==> src/rtl/serial_sbox_driver.sv <==
// Byte-side front end for a bit-serial S-box shift register: streams bytes MSB-first, reassembles results.
// Define FRAME_CNT_EN to add the frame_cnt output that counts completed frames.
module serial_sbox_driver #(
  parameter int NUM_BYTES = 16
) (
  input  logic        clk,
  input  logic        rst_n,
  input  logic [7:0]  in_data,
  input  logic        in_valid,
  output logic        in_ready,
  input  logic        sub_mode,
  output logic        ser_bit,
  output logic        sbox_en,
  input  logic        ser_ret,
  output logic [7:0]  out_data,
  output logic        out_valid,
  output logic        busy,
  output logic        err_underrun,
  input  logic        err_clr
`ifdef FRAME_CNT_EN
  ,
  output logic [15:0] frame_cnt
`endif
);

  localparam int SW = $clog2(NUM_BYTES + 1);
  localparam logic [SW-1:0] LAST_SLOT = SW'(NUM_BYTES - 1);

  localparam logic [1:0] IDLE  = 2'd0;
  localparam logic [1:0] SHIFT = 2'd1;
  localparam logic [1:0] FLUSH = 2'd2;

  logic [1:0]    state;
  logic [SW-1:0] slot;
  logic [2:0]    bit_cnt;
  logic [7:0]    hold;
  logic          hold_full;
  logic [6:0]    tx_shift;
  logic [6:0]    rx_shift;
  logic          mode;

  logic accept;
  logic start;
  logic slot_end;
  logic load_next;
  logic abort;
  logic capture;

  assign accept    = in_valid && !hold_full;
  assign start     = (state == IDLE) && hold_full;
  assign slot_end  = (state == SHIFT) && (bit_cnt == 3'd7);
  assign load_next = slot_end && (slot != LAST_SLOT) && hold_full;
  assign abort     = slot_end && (slot != LAST_SLOT) && !hold_full;
  // Slot 0 return data is stale; every later slot and the flush carry a result byte.
  assign capture   = ((state == SHIFT) && (slot != '0)) || (state == FLUSH);

  assign in_ready = !hold_full;
  assign busy     = (state != IDLE);

  always_ff @(posedge clk or negedge rst_n) begin
    if (!rst_n) begin
      hold      <= 8'd0;
      hold_full <= 1'b0;
    end else if (accept) begin
      hold      <= in_data;
      hold_full <= 1'b1;
    end else if (start || load_next) begin
      hold_full <= 1'b0;
    end
  end

  always_ff @(posedge clk or negedge rst_n) begin
    if (!rst_n) begin
      state    <= IDLE;
      slot     <= '0;
      bit_cnt  <= 3'd0;
      tx_shift <= 7'd0;
      mode     <= 1'b0;
      ser_bit  <= 1'b0;
      sbox_en  <= 1'b0;
    end else begin
      case (state)
        IDLE: begin
          sbox_en <= 1'b0;
          if (hold_full) begin
            state    <= SHIFT;
            mode     <= sub_mode;
            slot     <= '0;
            bit_cnt  <= 3'd0;
            ser_bit  <= hold[7];
            tx_shift <= hold[6:0];
          end else begin
            ser_bit <= 1'b0;
          end
        end
        SHIFT: begin
          if (bit_cnt != 3'd7) begin
            bit_cnt  <= bit_cnt + 3'd1;
            ser_bit  <= tx_shift[6];
            tx_shift <= {tx_shift[5:0], 1'b0};
            // Register loads its S-box result on the edge that ends the slot.
            sbox_en  <= mode && (bit_cnt == 3'd6);
          end else begin
            bit_cnt <= 3'd0;
            sbox_en <= 1'b0;
            if (slot == LAST_SLOT) begin
              state   <= FLUSH;
              ser_bit <= 1'b0;
            end else if (load_next) begin
              slot     <= slot + SW'(1);
              ser_bit  <= hold[7];
              tx_shift <= hold[6:0];
            end else begin
              state   <= IDLE;
              ser_bit <= 1'b0;
            end
          end
        end
        FLUSH: begin
          ser_bit <= 1'b0;
          sbox_en <= 1'b0;
          bit_cnt <= bit_cnt + 3'd1;
          if (bit_cnt == 3'd7) begin
            state <= IDLE;
          end
        end
        default: begin
          state   <= IDLE;
          ser_bit <= 1'b0;
          sbox_en <= 1'b0;
          bit_cnt <= 3'd0;
        end
      endcase
    end
  end

  always_ff @(posedge clk or negedge rst_n) begin
    if (!rst_n) begin
      rx_shift  <= 7'd0;
      out_data  <= 8'd0;
      out_valid <= 1'b0;
    end else begin
      out_valid <= 1'b0;
      if (capture) begin
        rx_shift <= {rx_shift[5:0], ser_ret};
        if (bit_cnt == 3'd7) begin
          out_data  <= {rx_shift, ser_ret};
          out_valid <= 1'b1;
        end
      end
    end
  end

  // A new underrun outranks a simultaneous clear.
  always_ff @(posedge clk or negedge rst_n) begin
    if (!rst_n) begin
      err_underrun <= 1'b0;
    end else if (abort) begin
      err_underrun <= 1'b1;
    end else if (err_clr) begin
      err_underrun <= 1'b0;
    end
  end

`ifdef FRAME_CNT_EN
  always_ff @(posedge clk or negedge rst_n) begin
    if (!rst_n) begin
      frame_cnt <= 16'd0;
    end else if ((state == FLUSH) && (bit_cnt == 3'd7)) begin
      frame_cnt <= frame_cnt + 16'd1;
    end
  end
`endif

endmodule

==> config.mk <==
export PLATFORM = sky130hd
export DESIGN_NAME = serial_sbox_driver
export DESIGN_NICKNAME = d
export VERILOG_FILES = /design/src/rtl/serial_sbox_driver.sv
export SDC_FILE = /design/constraint.sdc
export NUM_CORES = 1
export LEC_CHECK = 0
export CAP_MARGIN = 20
export CORE_MARGIN = 5
export CORE_UTILIZATION = 49
export CTS_CLUSTER_SIZE = 10
export DETAILED_ROUTE_END_ITERATION = 6
export PLACE_DENSITY = 0.86
export SYNTH_ARGS = -nofsm -noshare
export SYNTH_HDL_FRONTEND = slang
export SYNTH_SLANG_ARGS = --single-unit
==> constraint.sdc <==
create_clock -name clk -period 2 [get_ports clk]
set_input_delay 0.5 -clock clk [delete_from_list [all_inputs] [get_ports clk]]
set_output_delay 0.5 -clock clk [all_outputs]
set_load 0.05 [all_outputs]
==> impl_metrics.tcl, run 1 <==
set metrics [dict create \
    ant_nets 0 \
    gp_congestion 0.833 \
    drv_slew 0 \
    antenna_found_initial 0 \
    fillerInstances 312 \
    synth_top_area_cell "dfrtp_1" \
    timing.final.crit_share_pct 97.5 \
    worstSetupEndpointType "output pin" \
    path_cells "clkdlybuf4s50_1" \
    seqCellArea_um2 1150 \
    fmax_ghz 0.513 \
    syn-cell-area_um2 2080 \
    track_usage_pct 14.7 \
    numCtsBuffers 5 \
    die-area_um2 5650 \
    synth_top_cell_area_share_pct 55.3 \
    cts_resized 0 \
    diodes 0 \
    cp.required_ns 1.50 \
    insertion_delay_ns 0.30 \
    rsz0062_at_grt "yes" \
    ir_worst_vdd_uv 763 \
    area_growth_pct 21.7 \
    grt_max_degree 47 \
    dieHeight_um 75.2 \
    placed_area_um2 2420 \
    hp-class "primary input to async pin" \
    vias 1326 \
    final_cell_mix "dfrtp_1 (46), nand2_1 (18), clkdlybuf4s50_1 (17), mux2_2 (16), o21ai_0 (12)" \
    slowest_delay_ns 0.80 \
    hold_viol 0 \
    drc 0 \
    cts_tree "built" \
    reg2reg_from "slot[0]" \
    start_kind "flip-flop" \
    setup_viol 0 \
    drive_above_1_share_pct 23.2 \
    place_hpwl_um 2600 \
    syn_nets 191 \
    start_util_pct 51.3 \
    ys_top_cells_by_area "dfrtp_1 (55%), mux2_2 (8.7%), mux2_4 (5.8%)" \
    ys_seq_area_share_pct 55.3 \
    whs_ns 0.267 \
    p_leak_uw 0.00130 \
    netlist_instances 168 \
    arrival_ns 1.45 \
    grt_pass1_wl_um 6270 \
    status "complete, no violations" \
    core_area_um2 4060 \
    multiInputGateArea_um2 862 \
    clkSinkCount 46 \
    tightestPinTransition_ns 0.554 \
    powerDensity_nw_per_um2 1120 \
    drv_cap 0 \
    root_buffer "clkbuf_8" \
    drt_iter0_markers 51 \
    portBuffers 27 \
    cts_max_level 2 \
    clk_pin_slew_ns 0.08 \
    fin_nets 225 \
    final_area_um2 2530 \
    critical_path.max_fanout 2 \
    dr.pass1.iters 4 \
    cp_num_buf_inv 1 \
    avgSynthCellArea_um2 12.4 \
    final_core_util_pct 62.4 \
    yosysWarnings 0 \
    ctsHoldBuffers 0 \
    max_slew_margin_pct 63.0 \
    synth_seq_cells 46 \
    cts_setup_buffers 0 \
    cpLargestDelayFamily "buffers and inverters" \
    yosys.cell_types.count 32 \
    wl_per_cell_um 14.3 \
    via_per_inst 5.24 \
    critical_path_class "flip-flop to output pin" \
    num_io_pins 28 \
    cts_max_path_buffers 2 \
    grt_pass1_vias 1417 \
    grt-ovfl-total 0 \
    finClkSkew_ns 0.00557 \
    worst_path_max_delay_cell "clkdlybuf4s50_1" \
    layout_commonest_cell "dfrtp_1" \
    wl_um 3620 \
    crit_path_start "out_data[2]" \
    finalPower_uw 2830 \
    rows 23 \
    min_period_ns 1.95 \
    fp.dieW_um 75.2 \
]
==> stage by stage <==
stage / cells / TNS (ns) / setup WS (ns)
floorplan: 168 / 0 / 0.00875
global placement: 244 / 0 / 0.0754
detailed placement: 244 / 0 / 0.0360
CTS: 252 / 0 / 0.0197
global route: 253 / -0.0814 / -0.0181
finish: 253 / 0 / 0.0498
==> cell type report <==
type | instances | share of cell area [%]
Clock inverter | 1 | 0.198
Clock buffer | 7 | 3.41
Multi-Input combinational cell | 106 | 34.0
Tap cell | 50 | 2.47
Inverter | 11 | 1.63
Timing Repair Buffer | 32 | 12.8
Sequential cell | 46 | 45.4
==> power by group <==
part | switching [uW] | leakage (uW) | internal (uW) | total [uW]
registers | 136 | 0.000601 | 1140 | 1280
logic | 533 | 0.000646 | 443 | 976
clock network | 297 | 0.0000482 | 279 | 576
total | 966 | 0.00130 | 1860 | 2830
==> state kept, by name (all words and copies together), names as in the netlist <==
register / cells
bit_cnt: 3
err_underrun: 1
hold: 8
hold_full: 1
mode: 1
out_data: 8
out_valid: 1
rx_shift: 7
sbox_en: 1
ser_bit: 1
slot: 5
state: 2
tx_shift: 7
==> metal layers <==
layer	up-vias	global-route usage [%]	wire length [um]	share of wire, %
li1	649	-	-	-
met1	642	18.0	1610	44
met2	27	24.7	1780	49
met3	8	3.87	172	4.8
met4	0	6.21	60	1.7
met5	-	0	0	0
==> worst paths after layout <==
kind,to,slack [ns],cells after the start
worst max-delay path,out_data[2],0.05,1
min in group clk,tx_shift[5],0.48,2
worst max register to register,rx_shift[1],0.09,6
worst min-delay path,sbox_en,0.27,2
worst min register to register,tx_shift[5],0.48,2
max in group asynchronous,rx_shift[2],1.35,2
==> synthesized netlist by cell type (all sizes together) <==
cell type	number
o211ai	1
o22ai	2
or4b	1
a32o	1
buf	1
nor2b	4
nand2b	2
nor3	3
a21o	1
ha	9
nand3	4
a31o	1
a22o	1
a21oi	2
a21boi	1
xor2	1
o31ai	1
and3b	1
and3	1
nor2	3
nand2	18
dfrtp	46
or3	1
or2b	1
mux2	24
inv	11
o21ai	13
o221ai	2
clkbuf	5
mux2i	6
==> cells by family (layout without fill, tap and decap cells) <==
logic type,Yosys count,count (layout),synth area share (%)
AND/OR/NAND/NOR,39,40,9.37
adder cells (fa/ha/maj),9,9,5.41
multiplexers,30,30,17.3
flip-flops,46,46,55.3
XOR/XNOR,1,1,0.421
buffers and inverters,17,51,3.85
AO/OA/AOI/OAI,26,26,8.35
Power figures use the tool's default switching activity.
==> run 2: changes to the inputs <==
--- a/config.mk
+++ b/config.mk
@@ -10,6 +10,7 @@
 export CORE_UTILIZATION = 49
 export CTS_CLUSTER_SIZE = 10
 export DETAILED_ROUTE_END_ITERATION = 6
+export MAX_ROUTING_LAYER = met4
 export PLACE_DENSITY = 0.86
 export SYNTH_ARGS = -nofsm -noshare
 export SYNTH_HDL_FRONTEND = slang
==> constraint.sdc (replaced) <==
create_clock -name clk -period 1.63 [get_ports clk]
set_input_delay 0.4075 -clock clk [delete_from_list [all_inputs] [get_ports clk]]
set_output_delay 0.4075 -clock clk [all_outputs]
set_load 0.05 [all_outputs]
==> impl_metrics.tcl, run 2 (same netlist as run 1, synthesis figures left out) <==
set metrics [dict create \
    max_slew_margin_pct 81.5 \
    core_area_um2 4060 \
    numCtsBuffers 5 \
    hp-class "primary input to async pin" \
    track_usage_pct 17.9 \
    start_kind "flip-flop" \
    violations "negative setup slack" \
    root_buffer "clkbuf_8" \
    fp.dieW_um 75.2 \
    die-area_um2 5650 \
    critical_path.max_fanout 5 \
    cts_tree "built" \
    rows 23 \
    dieHeight_um 75.2 \
    vias 1509 \
    reg2reg_to "out_data[6]" \
    status "finished with violations" \
    critical_path_class "flip-flop to flip-flop" \
    finClkSkew_ns 0.00766 \
    drc 0 \
    drive_above_1_share_pct 46.9 \
    wl_um 4720 \
    wl_per_cell_um 17.1 \
    crit_path_start "slot[1]" \
    final_cell_mix "dfrtp_1 (45), buf_4 (24), mux2_4 (15), nand2_1 (14), buf_12 (14)" \
    reg_top3 "hold (8), out_data (8)" \
    via_per_inst 5.47 \
    num_io_pins 28 \
    worst_path_max_delay_cell "or4b_4" \
    fin_nets 248 \
    cp_num_buf_inv 1 \
    min_period_ns 1.85 \
    gp_congestion 0.826 \
    placed_area_um2 2670 \
    ant_nets 0 \
    setup_viol 32 \
    dr.pass1.iters 4 \
    p_leak_uw 0.00146 \
    clk_pin_slew_ns 0.09 \
    area_growth_pct 47.1 \
    fmax_ghz 0.540 \
    grt_max_degree 47 \
    cts_max_level 2 \
    final_area_um2 3060 \
    cpLargestDelayFamily "simple AND/OR/NAND/NOR gates" \
    drv_slew 0 \
    ctsHoldBuffers 0 \
    reg2reg_depth 6 \
    r2r_slack_ns -0.22 \
    ir_worst_vdd_uv 918 \
    insertion_delay_ns 0.31 \
    slowest_delay_ns 0.46 \
    hold_viol 0 \
    tightestPinTransition_ns 0.277 \
    rsz0062_at_grt "yes" \
    worstSetupEndpointType "flip-flop" \
    grt_pass1_wl_um 7170 \
    grt_pass1_vias 1523 \
    place_hpwl_um 2760 \
    layout_commonest_cell "dfrtp_1" \
    antenna_found_initial 0 \
    clkSinkCount 46 \
    portBuffers 27 \
    arrival_ns 2.04 \
    drt_iter0_markers 66 \
    drv_cap 0 \
    final.setup.worst_slack_ns -0.220 \
    reg2reg_from "slot[1]" \
    cp.required_ns 1.82 \
    diodes 0 \
    finalPower_uw 4390 \
    timing.final.crit_share_pct 114 \
    grt-ovfl-total 0 \
    setup_tns_ns -5.48 \
    start_util_pct 51.3 \
    path_cells "inv_1 -> ha_1 -> or4b_4 -> a21oi_4 -> or2b_4 -> mux2_4" \
    cts_max_path_buffers 2 \
    powerDensity_nw_per_um2 1430 \
    final_core_util_pct 75.5 \
]
==> run 2: power breakdown <==
part	internal, uW	switching, uW	total, uW
logic	863	862	1730
registers	1410	213	1620
clock network	654	387	1040
total	2920	1460	4390
==> run 2: per-stage QoR <==
stage | instances | hold slack (ns) | setup WS (ns)
4_1_cts | 269 | 0.0706 | -0.211
6_report | 276 | 0.0640 | -0.220
5_1_grt | 276 | 0.0786 | -0.313
3_5_place_dp | 259 | 0.404 | -0.215
3_3_place_gp | 259 | 0.400 | -0.167
2_1_floorplan | 168 | 0.112 | -0.337
==> run 2: timing repair <==
item / in CTS / in global routing
resized for setup: 31 / 23
cloned: 1 / 1
pin swaps: 10 / 8
setup buffers: 1 / 6
endpoints found under the setup margin: 34 / 36
hold endpoints to repair: 0 / 0
==> run 2: worst max path at each step <==
stage | endpoint | depth (start not counted)
floorplan | out_data[0] | 7
global placement | out_data[1] | 6
detailed placement | out_data[6] | 6
CTS | out_data[6] | 6
global route | out_data[6] | 6
finish | out_data[6] | 6
==> run 2: area by class of cell <==
class	instances	area [um2]
Clock buffer	6	82.6
Clock inverter	2	60.1
Fill cell	223	996
Inverter	11	43.8
Multi-Input combinational cell	106	1030
Sequential cell	46	1150
Tap cell	50	62.6
Timing Repair Buffer	55	631
==> run 2: routing by layer <==
layer / wire length (um) / track usage, % / vias to the layer above
met4: 97 / 6.80 / 0
met3: 246 / 5.47 / 8
met1: 1960 / 20.9 / 758
li1: - / - / 697
met5: 0 / - / -
met2: 2420 / 29.1 / 46
